[src/rtl/light_pkg.sv]
`default_nettype none
// ============================================================================
// light_pkg : light codes, phase-pattern table and dwell table for light_seq_monitor
// Rev 1.0
// ============================================================================
package light_pkg;

  localparam logic [1:0] c_green  = 2'b00;
  localparam logic [1:0] c_yellow = 2'b01;
  localparam logic [1:0] c_red    = 2'b10;
  localparam logic [1:0] c_redyel = 2'b11;

  localparam int unsigned c_num_phases = 18;

  typedef enum logic [0:0] {
    SYNC  = 1'b0,
    TRACK = 1'b1
  } lsm_state_t;

  // Packed as {hw1, hw2, fw1, fw2}, hw1 in the top bits.
  function automatic logic [7:0] phase_pattern(input logic [4:0] p);
    case (p)
      5'd0:    phase_pattern = {c_red,    c_red,    c_red,    c_red};
      5'd1:    phase_pattern = {c_redyel, c_redyel, c_red,    c_red};
      5'd2:    phase_pattern = {c_green,  c_green,  c_red,    c_red};
      5'd3:    phase_pattern = {c_green,  c_yellow, c_red,    c_red};
      5'd4:    phase_pattern = {c_green,  c_red,    c_red,    c_red};
      5'd5:    phase_pattern = {c_yellow, c_red,    c_red,    c_red};
      5'd6:    phase_pattern = {c_red,    c_red,    c_red,    c_red};
      5'd7:    phase_pattern = {c_red,    c_red,    c_redyel, c_redyel};
      5'd8:    phase_pattern = {c_red,    c_red,    c_green,  c_green};
      5'd9:    phase_pattern = {c_red,    c_red,    c_green,  c_yellow};
      5'd10:   phase_pattern = {c_red,    c_red,    c_green,  c_red};
      5'd11:   phase_pattern = {c_red,    c_red,    c_yellow, c_redyel};
      5'd12:   phase_pattern = {c_red,    c_red,    c_red,    c_green};
      5'd13:   phase_pattern = {c_red,    c_red,    c_red,    c_yellow};
      5'd14:   phase_pattern = {c_red,    c_red,    c_red,    c_red};
      5'd15:   phase_pattern = {c_red,    c_redyel, c_red,    c_red};
      5'd16:   phase_pattern = {c_red,    c_green,  c_red,    c_red};
      5'd17:   phase_pattern = {c_red,    c_yellow, c_red,    c_red};
      default: phase_pattern = {c_red,    c_red,    c_red,    c_red};
    endcase
  endfunction

  // Nominal controller dwell per phase; the minimum legal dwell is one more.
  function automatic logic [7:0] d_table(input logic [4:0] p);
    case (p)
      5'd0:    d_table = 8'd1;
      5'd1:    d_table = 8'd2;
      5'd2:    d_table = 8'd30;
      5'd3:    d_table = 8'd2;
      5'd4:    d_table = 8'd10;
      5'd5:    d_table = 8'd2;
      5'd6:    d_table = 8'd1;
      5'd7:    d_table = 8'd2;
      5'd8:    d_table = 8'd15;
      5'd9:    d_table = 8'd2;
      5'd10:   d_table = 8'd5;
      5'd11:   d_table = 8'd2;
      5'd12:   d_table = 8'd10;
      5'd13:   d_table = 8'd2;
      5'd14:   d_table = 8'd1;
      5'd15:   d_table = 8'd2;
      5'd16:   d_table = 8'd15;
      5'd17:   d_table = 8'd3;
      default: d_table = 8'd0;
    endcase
  endfunction

  function automatic logic [7:0] min_dwell(input logic [4:0] p);
    min_dwell = d_table(p) + 8'd1;
  endfunction

endpackage
`default_nettype wire

[src/rtl/lsm_dwell_ctr.sv]
`default_nettype none
// ============================================================================
// lsm_dwell_ctr : saturating per-phase dwell counter with optional minimum-dwell
//                 compare (enabled by LSM_DWELL_CHECK_EN)
// Rev 1.0
// ============================================================================
module lsm_dwell_ctr
  import light_pkg::*;
(
  input  logic       clk,
  input  logic       rst,
  input  logic       i_load,
  input  logic       i_inc,
`ifdef LSM_DWELL_CHECK_EN
  input  logic       i_check,
  input  logic [4:0] i_phase,
`endif
  output logic [7:0] o_dwell,
  output logic       o_short
);

  logic [7:0] r_dwell;

  // Neither load nor increment means the monitor is unsynchronised: clear.
  always_ff @(posedge clk or posedge rst) begin
    if (rst) begin
      r_dwell <= 8'd0;
    end else if (i_load) begin
      r_dwell <= 8'd1;
    end else if (i_inc) begin
      if (r_dwell != 8'hFF) r_dwell <= r_dwell + 8'd1;
    end else begin
      r_dwell <= 8'd0;
    end
  end

  assign o_dwell = r_dwell;

`ifdef LSM_DWELL_CHECK_EN
  assign o_short = i_check && (r_dwell < min_dwell(i_phase));
`else
  assign o_short = 1'b0;
`endif

endmodule
`default_nettype wire

[src/rtl/light_seq_monitor.sv]
`default_nettype none
// ============================================================================
// light_seq_monitor : tracks the 18-phase traffic-light sequence, flags sequence,
//                     conflict and (LSM_DWELL_CHECK_EN) short-dwell errors
// Rev 1.0
// ============================================================================
module light_seq_monitor
  import light_pkg::*;
#(
  parameter int ERR_CNT_W = 8
) (
  input  logic                 clk,
  input  logic                 rst,
  input  logic [1:0]           hw1,
  input  logic [1:0]           hw2,
  input  logic [1:0]           fw1,
  input  logic [1:0]           fw2,
  output logic                 locked,
  output logic [4:0]           phase,
  output logic [7:0]           dwell,
  output logic                 err_seq,
  output logic                 err_conflict,
  output logic                 err_dwell,
  output logic                 cycle_done,
  output logic [ERR_CNT_W-1:0] err_count
);

  lsm_state_t           r_state, w_state_nxt;
  logic [4:0]           r_phase, w_phase_nxt, w_phase_inc;
  logic [7:0]           w_sample;
  logic                 w_load, w_inc, w_adv, w_seq_err, w_cycle_done;
  logic                 w_conflict, w_short;
  logic [1:0]           w_err_inc;
  logic [ERR_CNT_W+1:0] w_cnt_sum;
  logic [ERR_CNT_W-1:0] w_cnt_nxt;
  logic                 r_err_seq, r_err_conflict, r_err_dwell, r_cycle_done;
  logic [ERR_CNT_W-1:0] r_err_count;

  assign w_sample    = {hw1, hw2, fw1, fw2};
  assign w_phase_inc = (r_phase == 5'(c_num_phases - 1)) ? 5'd0 : r_phase + 5'd1;
  assign w_conflict  = ((hw1 != c_red) || (hw2 != c_red)) &&
                       ((fw1 != c_red) || (fw2 != c_red));

  // Hold is tested before advance; no two adjacent patterns are identical.
  always_comb begin
    w_state_nxt  = r_state;
    w_phase_nxt  = r_phase;
    w_load       = 1'b0;
    w_inc        = 1'b0;
    w_adv        = 1'b0;
    w_seq_err    = 1'b0;
    w_cycle_done = 1'b0;
    case (r_state)
      SYNC: begin
        if (w_sample == phase_pattern(5'd1)) begin
          w_state_nxt = TRACK;
          w_phase_nxt = 5'd1;
          w_load      = 1'b1;
        end else begin
          w_phase_nxt = 5'd0;
        end
      end
      TRACK: begin
        if (w_sample == phase_pattern(r_phase)) begin
          w_inc = 1'b1;
        end else if (w_sample == phase_pattern(w_phase_inc)) begin
          w_adv        = 1'b1;
          w_load       = 1'b1;
          w_phase_nxt  = w_phase_inc;
          w_cycle_done = (r_phase == 5'(c_num_phases - 1));
        end else begin
          w_seq_err   = 1'b1;
          w_state_nxt = SYNC;
          w_phase_nxt = 5'd0;
        end
      end
      default: begin
        w_state_nxt = SYNC;
        w_phase_nxt = 5'd0;
      end
    endcase
  end

  lsm_dwell_ctr u_dwell (
    .clk     (clk),
    .rst     (rst),
    .i_load  (w_load),
    .i_inc   (w_inc),
`ifdef LSM_DWELL_CHECK_EN
    .i_check (w_adv),
    .i_phase (r_phase),
`endif
    .o_dwell (dwell),
    .o_short (w_short)
  );

  assign w_err_inc = {1'b0, w_seq_err} + {1'b0, w_conflict} + {1'b0, w_short};
  assign w_cnt_sum = {2'b00, r_err_count} + {{ERR_CNT_W{1'b0}}, w_err_inc};
  assign w_cnt_nxt = (|w_cnt_sum[ERR_CNT_W+1:ERR_CNT_W]) ? '1 : w_cnt_sum[ERR_CNT_W-1:0];

  always_ff @(posedge clk or posedge rst) begin
    if (rst) begin
      r_state        <= SYNC;
      r_phase        <= 5'd0;
      r_err_seq      <= 1'b0;
      r_err_conflict <= 1'b0;
      r_err_dwell    <= 1'b0;
      r_cycle_done   <= 1'b0;
      r_err_count    <= '0;
    end else begin
      r_state        <= w_state_nxt;
      r_phase        <= w_phase_nxt;
      r_err_seq      <= w_seq_err;
      r_err_conflict <= w_conflict;
      r_err_dwell    <= w_short;
      r_cycle_done   <= w_cycle_done;
      r_err_count    <= w_cnt_nxt;
    end
  end

  assign locked       = (r_state == TRACK);
  assign phase        = r_phase;
  assign err_seq      = r_err_seq;
  assign err_conflict = r_err_conflict;
  assign err_dwell    = r_err_dwell;
  assign cycle_done   = r_cycle_done;
  assign err_count    = r_err_count;

endmodule
`default_nettype wire

[config.mk]
export PLATFORM = sky130hd
export DESIGN_NAME = light_seq_monitor
export DESIGN_NICKNAME = d
export VERILOG_FILES = /design/src/rtl/light_pkg.sv /design/src/rtl/lsm_dwell_ctr.sv /design/src/rtl/light_seq_monitor.sv
export SDC_FILE = /design/constraint.sdc
export NUM_CORES = 1
export LEC_CHECK = 0
export ABC_AREA = 0
export BUFFER_PORTS_ARGS = -buffer_cell sky130_fd_sc_hd__buf_2
export CAP_MARGIN = 30
export CORE_MARGIN = 4
export CORE_UTILIZATION = 58
export CTS_BUF_LIST = sky130_fd_sc_hd__clkbuf_4
export DETAILED_ROUTE_END_ITERATION = 6
export GPL_TIMING_DRIVEN = 1
export PLACE_DENSITY = 0.94
export SYNTH_ARGS = -nofsm -noshare
export SYNTH_HDL_FRONTEND = slang
export SYNTH_HIERARCHICAL = 1
export SYNTH_SLANG_ARGS = --single-unit
[constraint.sdc]
create_clock -name clk -period 5.5 [get_ports clk]
set_input_delay 0.275 -clock clk [delete_from_list [all_inputs] [get_ports clk]]
set_output_delay 0.275 -clock clk [all_outputs]
set_load 0.02 [all_outputs]
==> metrics.cfg, run 1 <==
[pwr]
switching_power_mw = 0.2077
p_comb_share_pct = 37.5
power.density_nw_per_um2 = 232.7
sequentialPowerShare_pct = 47.9
clockPowerShare_pct = 14.6
finalPower_mw = 0.5410
leakage_nw = 1.027
internal_power_mw = 0.3332
ir_worst_vdd_mv = 0.2935
p_sw_share_pct = 38.40

[clock_tree]
cts_tree = done
cts_max_level = 1
clk_pin_slew_ns = 0.13
clockBufferDepth = 2
numCtsBuffers = 3
cts-root-buf = clkbuf_4
cts_resized = 0
clock-sinks = 26
cts_hold_buf = 1
clk_latency_ns = 0.32
cts_setup_buffers = 0

[routing]
ant_nets = 0
viasPerCell = 6.282
dr.pass1.iters = 4
wl_per_cell_um = 16.13
routed_wl_um = 5033
drc = 0
drt_iter0_drc = 208
vias = 1960

[logic_synthesis]
synth-async-reset-ratio_pct = 100.0
synth_compound_area_share_pct = 21.56
netlist_area_um2 = 2118
ys_warn_count = 6
ys_ff_latch = 26
synth_simple_gate_area_share_pct = 27.47
synth.mux.area_fraction_pct = 1.890
seq_area_frac_synth_pct = 30.71
ys_types = 58
synth_nets = 262
synthXorXnorAreaFrac_pct = 4.548
synth_top_family_by_area = simple AND/OR/NAND/NOR gates
syn_area_per_cell_um2 = 8.863
synthCells = 239
synth_edf_count = 0
synth_flop_cell = dfrtp_1
synthAdderAreaFrac_pct = 8.387

[worst_hold_path]
hold_path_end = err_conflict
min_from = hw2[0]
min_path_type = in -> reg
hold_depth = 2

[setup_path]
reg2reg_to = err_count[6]
crit_type = reg -> reg
rrSetupSlack_ns = 0.70
r2r_start = phase[0]
cp.required_ns = 5.72
cpMaxStageDelayCell = or3_1
cp_max_fo = 14
worst_path_largest_cell_delay_ns = 0.55
cp-start-kind = flop
r2r_cells = 17
end_kind = flop
worst_path_most_repeated_cell = ha_1
path_cells = ha_1 > ha_1 > or2_2 > ha_1 > a211oi_1 > xor2_1 > nand4_1 > or3_1 > nand2b_1 > fa_1 > inv_1 > ha_1 > fa_1 > and3_1 > nand3_1 > nor3_1 > a21oi_1
critical_path_arrival_ns = 5.02

[finish]
finalCoreUtilization_pct = 67.54
diodes = 0
drive_gt1_share_pct = 19.17
area_delta_synth_final_pct = 9.746
nets = 290
final_cells = 312
fillerInstances = 282

[global_routing]
grt_pass1_wl_um = 8521
grt_start_max_net_pins = 26
antenna_found_initial = 0
grt_pass1_vias = 1833
gr-total-overflow = 0
grtUsageTotal_pct = 23.86

[sta]
report.final.hold_viol_count = 0
fmax_mhz = 208.3
maxSlewViolCount = 0
min_period_over_period_pct = 87.28
rsz0062_at_grt = no
fin_worst_skew_ns = 0.004038
slew_headroom_pct = 50.28
fin_crit_ns = 4.800
setup_viol = 0
timing.hold.ws_ns = 0.3488
fin_tns_setup_ns = 0
worstMarginPinSlew_ns = 0.7458

[place]
gp_congestion = 0.9139
place_inst = 307
io_buffers = 35
dp_hpwl_um = 3781

[floorplan]
coreArea_um2 = 3442
fp.dieH_um = 68.44
io_pins = 36
start_util_pct = 61.54
rows = 21
die_area_um2 = 4683
die_w_um = 68.44

[run_status]
status = finished clean

[flow_run]
maxCapViolCount = 0

-- stage by stage --
stage / cell area, um2 / worst slack [ns]
final: 2325 / 0.6997
after global routing: 2325 / 0.3300
after CTS: 2325 / 0.7101
after detailed placement: 2288 / 0.7359
after global placement: 2288 / 0.9762
after floorplan: 2118 / 1.044
-- state kept, by name (all words and copies together), names as in the netlist --
| signal | count |
|---|---|
| err_seq | 1 |
| phase | 5 |
| err_dwell | 1 |
| locked | 1 |
| err_conflict | 1 |
| err_count | 8 |
| cycle_done | 1 |
| u_dwell/o_dwell | 8 |
-- cell families (layout without fill, tap and decap cells) --
kind of cell	Yosys count	after routing
and+or+nand+nor	98	98
adders and majority gates	13	13
xor gates and xnor gates	11	11
DFF	26	26
other	1	1
buffers and inverters	25	52
AOI/OAI and AO/OA	61	61
muxes	4	4
-- cells in the mapped netlist, types with 5 or more instances --
cell type / n / area [um2]
dfrtp_1: 26 / 650.6
nor2_1: 13 / 48.80
xnor2_1: 6 / 52.55
nand3_1: 7 / 35.03
a21oi_1: 12 / 60.06
buf_2: 5 / 25.02
nor3_1: 10 / 50.05
o21ai_0: 5 / 25.02
ha_1: 11 / 137.6
nand2b_1: 10 / 62.56
nand2_1: 14 / 52.55
clkbuf_1: 6 / 22.52
inv_1: 11 / 41.29
xor2_1: 5 / 43.79
and3_1: 6 / 37.54
and2_1: 5 / 31.28
a31oi_1: 5 / 31.28
-- worst max-delay path by stage --
stage / start / endpoint / slack (ns) / depth (start not counted)
floorplan: phase[2] / err_count[6] / 1.04 / 20
global placement: phase[0] / err_count[6] / 0.98 / 17
detailed placement: phase[0] / err_count[6] / 0.74 / 17
CTS: phase[0] / err_count[6] / 0.71 / 17
global route: phase[0] / err_count[6] / 0.33 / 17
finish: phase[0] / err_count[6] / 0.70 / 17
-- routing by layer --
| metal | GRT usage, % | up-vias | routed length (um) |
|---|---|---|---|
| met5 | 0 | - | 0 |
| met4 | 9.926 | 0 | 78 |
| met3 | 2.135 | 8 | 355 |
| met2 | 39.45 | 89 | 2383 |
| met1 | 31.79 | 917 | 2215 |
| li1 | - | 946 | - |
-- area by class of cell --
type                       instances  area, um2  share of cell area, %
clock inverter                     1      3.754                 0.1615
timing repair buffer              37      192.7                  8.288
sequential                        26      650.6                  27.99
inverter                          11      41.29                  1.776
multi-input combinational        188       1356                  58.34
tap                               46      57.56                  2.476
clock buffer                       3      22.52                 0.9688
-- worst max-delay path, delay by kind of cell, from the launching register on --
family          cells  cell delay (ns)
fa+ha+maj           6             1.84
simple gates        7             1.73
flops               1             0.54
compound gates      2             0.35
xor+xnor            1             0.17
buf+inv             1             0.07
-- placed cells by master (no fill, tap or decap), drive strengths merged, types with 3 or more instances in the layout --
master,count
a211oi,3
a21o,4
a21oi,12
a31oi,5
and2,5
and3,6
and4,4
buf,36
clkbuf,3
dfrtp,26
ha,11
inv,11
mux2i,4
nand2,14
nand2b,10
nand3,7
nand4,5
nor2,13
nor2b,4
nor3,10
nor4,5
o211ai,3
o21ai,5
o21bai,3
o31ai,3
o41ai,3
or3,4
xnor2,6
xor2,5
-- power by group through the flow --
stage               clock network (mW)  logic [mW]  registers [mW]
floorplan                            0       0.103           0.295
global placement                     0       0.194           0.260
detailed placement                   0       0.205           0.263
CTS                             0.0819       0.206           0.259
global route                    0.0902       0.224           0.267
finish                          0.0791       0.203           0.259
(Power assumes the default switching activity.)
==> run 2, diff against run 1 <==
- CORE_UTILIZATION: 58 -> 53
- PLACE_DENSITY: 0.94 -> 0.91
- clock period: 5.5 -> 3.9 ns (I/O delays scaled with it)
==> metrics.cfg, run 2 (same netlist as run 1, synthesis figures left out) <==
[run_status]
status = finished, violations left
violations = setup timing

[sta]
worstMarginPinSlew_ns = 0.6751  ; -0.07065 ns
fmax_mhz = 253.5  ; +22%
worst_slack_ns = -0.04501  ; -0.7447 ns
setup_viol = 1  ; +1
rsz0062_at_grt = yes
maxSlewViolCount = 0  ; unchanged
min_period_over_period_pct = 101.2  ; +14 points
timing.hold.ws_ns = 0.2973  ; -0.05145 ns
report.final.hold_viol_count = 0  ; unchanged
fin_crit_ns = 3.945  ; -0.8553 ns
fin_tns_setup_ns = -0.04501  ; -0.04501 ns
slew_headroom_pct = 54.94  ; +4.7 points
fin_worst_skew_ns = 0.003414  ; -0.0006242 ns

[place]
dp_hpwl_um = 4290  ; +13%
io_buffers = 35  ; unchanged
place_inst = 326  ; +6.2%
gp_congestion = 0.9085  ; -0.59%
place_ws_ns = -0.05371  ; -0.7896 ns

[global_routing]
grt_pass1_vias = 2023  ; +10%
grt_start_max_net_pins = 19  ; -27%
grt_pass1_wl_um = 9618  ; +13%
grtUsageTotal_pct = 22.98  ; -0.88 points
antenna_found_initial = 0  ; unchanged
gr-total-overflow = 0  ; unchanged

[routing]
routed_wl_um = 6080  ; +21%
dr.pass1.iters = 4  ; unchanged
ant_nets = 0  ; unchanged
drc = 0  ; unchanged
drt_iter0_drc = 220  ; +5.8%
wl_per_cell_um = 17.99  ; +12%
viasPerCell = 6.382  ; +1.6%
vias = 2157  ; +10%

[clock_tree]
cts_tree = done
clock-sinks = 26  ; unchanged
cts_max_level = 1  ; unchanged
clk_pin_slew_ns = 0.14  ; about the same
clockBufferDepth = 2  ; unchanged
clk_latency_ns = 0.32  ; about the same
numCtsBuffers = 3  ; unchanged
cts-root-buf = clkbuf_4

[pwr]
leakage_nw = 1.168  ; +14%
power.density_nw_per_um2 = 327.3  ; +41%
ir_worst_vdd_mv = 0.2407  ; -18%

[flow_run]
maxCapViolCount = 0  ; unchanged

[setup_path]
rrSetupSlack_ns = -0.05  ; -0.74 ns
crit_type = reg -> reg
cp_max_fo = 4  ; -10
cp.required_ns = 4.10  ; -1.62 ns
end_kind = flop
cp-start-kind = flop
critical_path_arrival_ns = 4.15  ; -0.87 ns
reg2reg_to = err_count[5]
r2r_start = phase[1]
r2r_cells = 18  ; +1

[floorplan]
fp.dieH_um = 71.22  ; +4.1%
coreArea_um2 = 3771  ; +9.6%
die_area_um2 = 5072  ; +8.3%
rows = 22  ; +4.8%
start_util_pct = 56.17  ; -5.4 points
die_w_um = 71.22  ; +4.1%
io_pins = 36  ; unchanged

[worst_hold_path]
min_from = hw2[0]
hold_depth = 2  ; unchanged
hold_path_end = err_conflict
min_path_type = in -> reg

[finish]
most-common-layout-cells = buf_2, buf_4, dfrtp_1, nand2_1, nor2_1
area_delta_synth_final_pct = 25.93
diodes = 0  ; unchanged
final_common_cell = buf_2
final_cells = 338  ; +8.3%
drive_gt1_share_pct = 34.83  ; +16 points
nets = 314  ; +8.3%
fillerInstances = 274  ; -2.8%

[run 2: cell types whose count changed in the layout (fill, tap and decap cells not counted), moves of 3 or more]
cell / before / now
buf_4: 1 / 25
inv_2: 0 / 3
ha_4: 0 / 5
dfrtp_2: 0 / 3
inv_1: 11 / 8
dfrtp_1: 26 / 23
ha_1: 11 / 6
[run 2: area by class of cell]
type | instances | area (um2) | share of cell area, %
clock inverters | 1 | 3.754 | 0.1407
repair buffers | 61 | 372.9 | 13.98
flip-flops and latches | 26 | 654.4 | 24.53
clock buffers | 3 | 22.52 | 0.8443
inverters | 11 | 41.29 | 1.548
multi-input cells | 188 | 1513 | 56.71
well taps | 48 | 60.06 | 2.251
[run 2: worst max-delay path by stage]
stage | from | end | slack (ns) | cells past startpoint
CTS | phase[0] | err_count[6] | 0.007 | 17
floorplan | phase[1] | err_count[6] | -0.07 | 19
detailed placement | phase[1] | err_count[6] | -0.05 | 18
global route | phase[1] | err_count[5] | -0.16 | 18
finish | phase[1] | err_count[5] | -0.05 | 18
global placement | phase[1] | err_count[6] | 0.08 | 18
[run 2: worst max-delay path, cell delays in order, from the launching register on]
cell and delay (ns):
dfrtp_2 0.48, inv_2 0.10, ha_4 0.14, and4bb_2 0.31, or2_4 0.16, ha_4 0.12, o2111ai_2 0.15, a21o_1 0.21
a211o_1 0.32, or3_4 0.41, nand2b_4 0.08, fa_1 0.42, inv_2 0.08, ha_4 0.14, a21oi_2 0.05, nor2b_1 0.16
and2_4 0.19, and3_1 0.20, o21ai_1 0.09
[run 2: stage by stage]
step	utilization [%]	area, um2	power (mW)
2_1_floorplan	-	2232	0.5755
3_3_place_gp	66.56	2510	0.6728
3_5_place_dp	66.56	2510	0.6960
4_1_cts	68.38	2579	0.8150
5_1_grt	70.74	2668	0.9298
6_report	70.74	2668	0.8731
[run 2: metal layers]
layer | share of wire, % | GRT usage [%] | vias to the layer above | wire length [um]
met2 | 50 | 38.98 | 102 | 3055
met4 | 1.7 | 5.010 | 0 | 101
met1 | 41 | 29.68 | 1047 | 2474
met5 | 0 | 0 | - | 0
met3 | 7.4 | 5.610 | 15 | 449
li1 | - | - | 993 | -
[run 2: report_power, final]
group,switching [mW],internal (mW),total [mW],leakage (nW)
registers,0.0659,0.315,0.381,0.331
logic,0.205,0.171,0.376,0.821
clock network,0.0790,0.0376,0.117,0.0154
[run 2: repair_timing]
action,4_1_cts,5_1_grt
endpoints found under the setup margin,4,8
pin swaps,6,7
hold buffers,1,0
gates cloned,0,0
setup buffers,3,4
endpoints found under the hold margin,26,0
resized for setup,4,11
